<file path="config.mk">
export PLATFORM = sky130hd
export DESIGN_NAME = stack_tn
export DESIGN_NICKNAME = d
export VERILOG_FILES = /design/src/rtl/stack_tn.sv
export SDC_FILE = /design/constraint.sdc
export NUM_CORES = 1
export LEC_CHECK = 0
export CAP_MARGIN = 20
export CORE_ASPECT_RATIO = 0.5
export CORE_MARGIN = 4
export CORE_UTILIZATION = 40
export CTS_BUF_LIST = sky130_fd_sc_hd__clkbuf_8
export CTS_CLUSTER_DIAMETER = 30
export DETAILED_ROUTE_END_ITERATION = 12
export GPL_TIMING_DRIVEN = 0
export PLACE_DENSITY_LB_ADDON = 0.08
export SETUP_SLACK_MARGIN = 0.4
export SLEW_MARGIN = 20
export SYNTH_ARGS = -nofsm -noshare
export SYNTH_HDL_FRONTEND = slang
export SYNTH_SLANG_ARGS = --single-unit
</file>
<file path="constraint.sdc">
create_clock -name clk -period 3.4 [get_ports clk]
set_input_delay 0.34 -clock clk [delete_from_list [all_inputs] [get_ports clk]]
set_output_delay 0.34 -clock clk [all_outputs]
set_load 0.01 [all_outputs]
</file>
<file path="src/rtl/stack_tn.sv">
// LIFO with registered top/next-of-stack, depth tracking and sticky error flags.
// WRAP selects circular (ops always execute) or saturating (illegal ops suppressed).
module stack_tn #(
  parameter int WIDTH     = 16,
  parameter int DEPTHLOG2 = 3,
  parameter int WRAP      = 1
) (
  input  logic                 clk,
  input  logic                 reset,
  input  logic [WIDTH-1:0]     in,
  input  logic                 push,
  input  logic                 pop,
  input  logic                 clr_err,
  input  logic [DEPTHLOG2-1:0] pick_idx,
  output logic [WIDTH-1:0]     tos,
  output logic [WIDTH-1:0]     nos,
  output logic [WIDTH-1:0]     pick_data,
  output logic [DEPTHLOG2:0]   depth,
  output logic                 empty,
  output logic                 full,
  output logic                 overflow,
  output logic                 underflow
);
  localparam int N = 1 << DEPTHLOG2;
  localparam logic [DEPTHLOG2:0] DEPTH_MAX = {1'b1, {DEPTHLOG2{1'b0}}};
  localparam bit WRAP_MODE = (WRAP != 0);

  typedef logic [DEPTHLOG2-1:0] ptr_t;

  logic [WIDTH-1:0] mem [0:N-1];

  ptr_t               ptr_reg;
  logic [DEPTHLOG2:0] depth_reg;
  logic [WIDTH-1:0]   tos_reg;
  logic [WIDTH-1:0]   nos_reg;
  logic [WIDTH-1:0]   pick_reg;
  logic               overflow_reg;
  logic               underflow_reg;

  logic is_full, is_empty;
  logic do_push, do_pop, do_repl;
  logic ovf_set, unf_set, exec;
  logic wr_en;
  ptr_t ptr_m1, ptr_m3, wr_addr, pick_addr;

  assign is_full  = (depth_reg == DEPTH_MAX);
  assign is_empty = (depth_reg == '0);

  assign do_push = push & ~pop;
  assign do_pop  = pop & ~push;
  assign do_repl = push & pop;

  // Replace at full is legal; replace at empty counts as an underflow.
  assign ovf_set = do_push & is_full;
  assign unf_set = pop & is_empty;
  assign exec    = WRAP_MODE || !(ovf_set || unf_set);

  assign ptr_m1    = ptr_reg - ptr_t'(1);
  assign ptr_m3    = ptr_reg - ptr_t'(3);
  assign pick_addr = ptr_m1 - pick_idx;
  assign wr_addr   = do_repl ? ptr_m1 : ptr_reg;
  assign wr_en     = !reset && exec && push;

  // Storage is never reset; stale contents stay visible through pick.
  always_ff @(posedge clk) begin
    if (wr_en) begin
      mem[wr_addr] <= in;
    end
  end

  always_ff @(posedge clk) begin
    if (reset) begin
      ptr_reg       <= '0;
      depth_reg     <= '0;
      tos_reg       <= '0;
      nos_reg       <= '0;
      pick_reg      <= '0;
      overflow_reg  <= 1'b0;
      underflow_reg <= 1'b0;
    end else begin
      if (exec) begin
        if (do_push) begin
          ptr_reg <= ptr_reg + ptr_t'(1);
          tos_reg <= in;
          nos_reg <= tos_reg;
          if (!is_full) begin
            depth_reg <= depth_reg + 1'b1;
          end
        end else if (do_pop) begin
          ptr_reg <= ptr_m1;
          tos_reg <= nos_reg;
          nos_reg <= mem[ptr_m3];
          if (!is_empty) begin
            depth_reg <= depth_reg - 1'b1;
          end
        end else if (do_repl) begin
          tos_reg <= in;
        end
      end

      // Top two entries come from the registers, which may be newer than mem.
      if (pick_idx == ptr_t'(0)) begin
        pick_reg <= tos_reg;
      end else if (pick_idx == ptr_t'(1)) begin
        pick_reg <= nos_reg;
      end else begin
        pick_reg <= mem[pick_addr];
      end

      if (ovf_set) begin
        overflow_reg <= 1'b1;
      end else if (clr_err) begin
        overflow_reg <= 1'b0;
      end

      if (unf_set) begin
        underflow_reg <= 1'b1;
      end else if (clr_err) begin
        underflow_reg <= 1'b0;
      end
    end
  end

  assign tos       = tos_reg;
  assign nos       = nos_reg;
  assign pick_data = pick_reg;
  assign depth     = depth_reg;
  assign empty     = is_empty;
  assign full      = is_full;
  assign overflow  = overflow_reg;
  assign underflow = underflow_reg;
endmodule

</file>
==> results summary <==
The run finished with clean final reports. The average instance area after synthesis is 15.2 um2. The initial antenna violation count came out at 0.

The floorplan die width came out at 214 um. The endpoint of the most critical register-to-register path is nos[11]. Synthesis handed over a netlist of 554 instances. For this run, global-route usage on met2 was measured as 0.329.

The worst hold path startpoint is reset. The pin count of the biggest net entering global routing came out at 20. The worst-case reg-to-reg path depth came out at 9.

The area growth from synthesis to layout is 21.7%. The number of hold-repair buffers added at the cts stage came out at 0. The global routing usage summed across all routing layers is 0.213. The number of buffers added by the clock tree synthesis step came out at 17. The post-layout net count came out at 701. The reg2reg setup slack came out at 0.54 ns.

The area share of the leading cell type in the synthesized netlist came out at 0.455. The net count after synthesis is 589. The root buffer cell chosen for the clock tree is sky130_fd_sc_hd__clkbuf_8. The number of antenna diodes in the final layout is 0. In the final layout, the share of cells above drive strength 1 is 0.231. The worst path setup slack after routing came out at 0.541 ns. For the worst setup path, the data required time is 3.77 ns.

The later pin in the worst-skew pair is clocked with a latency of 0.47 ns. The cell area that synthesis handed to floorplanning was 8450 um2. STA classifies the critical path startpoint as a register. The count of state elements after synthesis came out at 185. In this run the worst setup path begins at ptr_reg[0].

The via count of the first global-routing pass came out at 5591. Setup repair after global routing left no endpoint under its margin. Using the TritonRoute via totals, the vias-per-cell ratio works out to 5.82. After global routing, the most crowded layer is met2.

Clock skew on the completed layout was measured at 0.0150 ns. The headroom to the max-slew limit came out at 0.342. For this configuration, the core starts out at a cell density of 0.409. At the end of routability-driven placement, the weighted congestion stood at 0.832.

The logic depth of the worst path, buffers included is 9. The placed standard-cell area is 9630 um2. After synthesis, the cell types taking the most area are sky130_fd_sc_hd__edfxtp_1 (46%), sky130_fd_sc_hd__mux4_2 (17%), sky130_fd_sc_hd__dfxtp_1 (14%), sky130_fd_sc_hd__mux2i_1 (4.5%), sky130_fd_sc_hd__a221oi_1 (1.6%). After detailed routing, the average wire length per cell comes to 25.8 um. The initial detailed-routing violation count is 552. The longest clock path from root to sink contains 2 buffers.

The slew at the pin closest to its max-slew limit came out at 0.987 ns. The H-tree was split into 4 levels. Counting both buffers and inverters, the worst setup path holds a total of 5.

The clock period minus worst slack is 2.86 ns. The final number of max-transition violations came out at 0. Clock-pin slew was measured on the worst setup and hold paths at 0.11 ns.

The most critical setup path has its endpoint at nos[11]. The floorplan row count is 37. The number of max-cap violations came out at 0. In this run the power density over the cells is 627 nW/um2. The top fanout value on the critical path came out at 10.

The register name with the most flops is mem. The die covers 23600 um2. The critical path's slowest cell is sky130_fd_sc_hd__clkbuf_2. The data arrival time of the critical path came out at 3.23 ns. The global-route track usage on met3 is 0.0605. The worst setup path is captured at a register.

The die is 111 um tall. The static leakage is 3.46 nW. Detailed routing inserted a total of 5544 vias. The sum of net half-perimeters after detailed placement came out at 16000 um. The clock tree from TritonCTS is done. The iteration count of the initial detailed-routing pass came out at 5. The number of library cell types mapped by synthesis came out at 43. After detailed routing, the number of remaining DRC violations is 0. Once detail routing completed, the nets flagged for antenna violations numbered 0. The met1 usage came out at 0.305. The aggregate routed wire length came out at 24600 um.

The number of flip-flops under the largest register name is 128. The tightest min-delay check is of the in -> reg type. The critical path goes through buf_8 > buf_6 > inv_2 > ha_1 > clkbuf_1 > clkbuf_2 > mux4_2 > o22ai_1 > o21ai_1.

The setup slack after placement came out at -0.529 ns. The period utilization came out at 0.841. The number of port buffers is 78. The count of boundary I/O pins came out at 80. The number of hold violations in the final report is 0. For this run, the register share of the synthesized area comes to 0.590. The number of sinks driven by the clock tree came out at 185. The area of all placed cells without fillers is 10300 um2. The cell accounting for the most synthesized area is sky130_fd_sc_hd__edfxtp_1. The setup path with the least slack is of type reg -> reg. After global routing the overflow that remains totals 0.

The worst hold slack came out at 0.396 ns. The maximum operating frequency came out at 350 MHz. The count of final setup violators came out at 0.

The final core area utilization came out at 0.498. The first global-routing pass estimated 36500 um of wire. The launch instance of the worst register-to-register path is ptr_reg[0]. The kind of cell with the highest combined delay along the critical path is buffers and inverters. The floorplan step defined a core boundary enclosing 20600 um2. The peak per-stage delay on the critical path came out at 0.49 ns. The largest vdd supply drop came out at 0.000268 V. The synthesis warning total is 0.
-- cells in the final DEF, fill, tap and decap left out, types with 9 or more instances in the layout --
master                            count
sky130_fd_sc_hd__o22ai_1             16
sky130_fd_sc_hd__clkdlybuf4s50_1     78
sky130_fd_sc_hd__nand2_1             35
sky130_fd_sc_hd__mux4_2              64
sky130_fd_sc_hd__edfxtp_1           128
sky130_fd_sc_hd__buf_12               9
sky130_fd_sc_hd__mux2i_1             38
sky130_fd_sc_hd__mux2_1              10
sky130_fd_sc_hd__nor2_1              29
sky130_fd_sc_hd__a221oi_1            15
sky130_fd_sc_hd__clkbuf_1            18
sky130_fd_sc_hd__o21ai_0             17
sky130_fd_sc_hd__dfxtp_1             56
sky130_fd_sc_hd__clkbuf_8            18
sky130_fd_sc_hd__buf_4               12
sky130_fd_sc_hd__ha_1                 9
sky130_fd_sc_hd__o21ai_1             17
sky130_fd_sc_hd__a21oi_1             17
-- per-stage QoR --
stage | setup TNS, ns | instances | total power, W
final | 0 | 952 | 0.00644
after global routing | 0 | 952 | 0.00675
after CTS | 0 | 950 | 0.00645
after detailed placement | -17.22 | 905 | 0.00495
after global placement | -125.99 | 905 | 0.00492
after floorplan | 0 | 554 | 0.00412
-- kinds of logic after synthesis --
kind of cell / share of synthesized area
simple gates: 0.0428
mux: 0.240
buf+inv: 0.0287
fa+ha+maj: 0.0181
xor+xnor: 0.0144
flops: 0.590
compound gates: 0.0662
-- final cells by class --
type	count	area [um2]
fill	1764	10400
sequential	185	4990
clock buffer	17	234
inverter	9	33.8
buffer	42	256
timing repair buffer	93	993
clock inverter	15	150
tap	273	342
multi-input combinational	318	3280
-- how the worst min path moves through the flow --
stage,end,slack (ns),cells after the start
2_1_floorplan,mem[0][0],0.44,0
3_3_place_gp,nos[0],0.47,2
3_5_place_dp,nos[6],0.48,2
4_1_cts,depth[3],0.39,2
5_1_grt,depth[3],0.44,2
6_report,depth[3],0.40,2
-- cell usage after synthesis --
| cell | number |
|---|---|
| sky130_fd_sc_hd__edfxtp_1 | 128 |
| sky130_fd_sc_hd__mux4_2 | 64 |
| sky130_fd_sc_hd__dfxtp_1 | 57 |
| sky130_fd_sc_hd__mux2i_1 | 38 |
| sky130_fd_sc_hd__nand2_1 | 35 |
| sky130_fd_sc_hd__nor2_1 | 35 |
| sky130_fd_sc_hd__clkbuf_1 | 24 |
| sky130_fd_sc_hd__a21oi_1 | 17 |
| sky130_fd_sc_hd__o21ai_0 | 17 |
| sky130_fd_sc_hd__o21ai_1 | 17 |
| sky130_fd_sc_hd__o22ai_1 | 16 |
| sky130_fd_sc_hd__a221oi_1 | 15 |
| sky130_fd_sc_hd__mux2_1 | 10 |
| sky130_fd_sc_hd__ha_1 | 9 |
| sky130_fd_sc_hd__inv_1 | 8 |
| sky130_fd_sc_hd__mux2_2 | 8 |
| sky130_fd_sc_hd__buf_2 | 7 |
| sky130_fd_sc_hd__buf_4 | 5 |
| sky130_fd_sc_hd__buf_1 | 4 |
| sky130_fd_sc_hd__nand2b_1 | 4 |
| sky130_fd_sc_hd__nor2b_1 | 4 |
| sky130_fd_sc_hd__xnor2_1 | 4 |
| sky130_fd_sc_hd__a22oi_1 | 3 |
| sky130_fd_sc_hd__xor2_1 | 3 |
| sky130_fd_sc_hd__a211oi_1 | 2 |
| sky130_fd_sc_hd__fa_1 | 2 |
| sky130_fd_sc_hd__nand3_1 | 2 |
| sky130_fd_sc_hd__a21o_1 | 1 |
| sky130_fd_sc_hd__and2_1 | 1 |
| sky130_fd_sc_hd__and3_1 | 1 |
| sky130_fd_sc_hd__buf_12 | 1 |
| sky130_fd_sc_hd__buf_6 | 1 |
| sky130_fd_sc_hd__inv_2 | 1 |
| sky130_fd_sc_hd__nand3b_1 | 1 |
| sky130_fd_sc_hd__o22a_2 | 1 |
| sky130_fd_sc_hd__o2bb2ai_1 | 1 |
| sky130_fd_sc_hd__o32ai_1 | 1 |
| sky130_fd_sc_hd__or2_1 | 1 |
| sky130_fd_sc_hd__or2_2 | 1 |
| sky130_fd_sc_hd__or3_1 | 1 |
| sky130_fd_sc_hd__xnor2_2 | 1 |
| sky130_fd_sc_hd__xnor2_4 | 1 |
| sky130_fd_sc_hd__xor2_2 | 1 |
-- worst reg2reg max path, stage by stage (launching register included) --
cell,delay [ns]
sky130_fd_sc_hd__dfxtp_2,0.38
sky130_fd_sc_hd__buf_8,0.17
sky130_fd_sc_hd__buf_6,0.20
sky130_fd_sc_hd__inv_2,0.09
sky130_fd_sc_hd__ha_1,0.33
sky130_fd_sc_hd__clkbuf_1,0.42
sky130_fd_sc_hd__clkbuf_2,0.49
sky130_fd_sc_hd__mux4_2,0.39
sky130_fd_sc_hd__o22ai_1,0.21
sky130_fd_sc_hd__o21ai_1,0.08
-- power by group --
part	switching, W	internal (W)
Combinational	0.00113	0.00115
Clock	0.000900	0.000550
Sequential	0.000128	0.00259
Total	0.00215	0.00429
-- what timing repair did --
action                     in CTS  in global routing
setup endpoints to repair     162                 88
buffers inserted               13                  2
gates resized for setup        23                  5
gates cloned                    0                  0
pin swaps                       7                  1
-- routing by layer --
| metal | share of wire | vias up |
|---|---|---|
| met4 | 0.0070 | 0 |
| li1 | - | 2406 |
| met1 | 0.42 | 2868 |
| met5 | 0 | - |
| met2 | 0.47 | 255 |
| met3 | 0.097 | 15 |
Note: power is estimated with default switching activity, not from simulation.
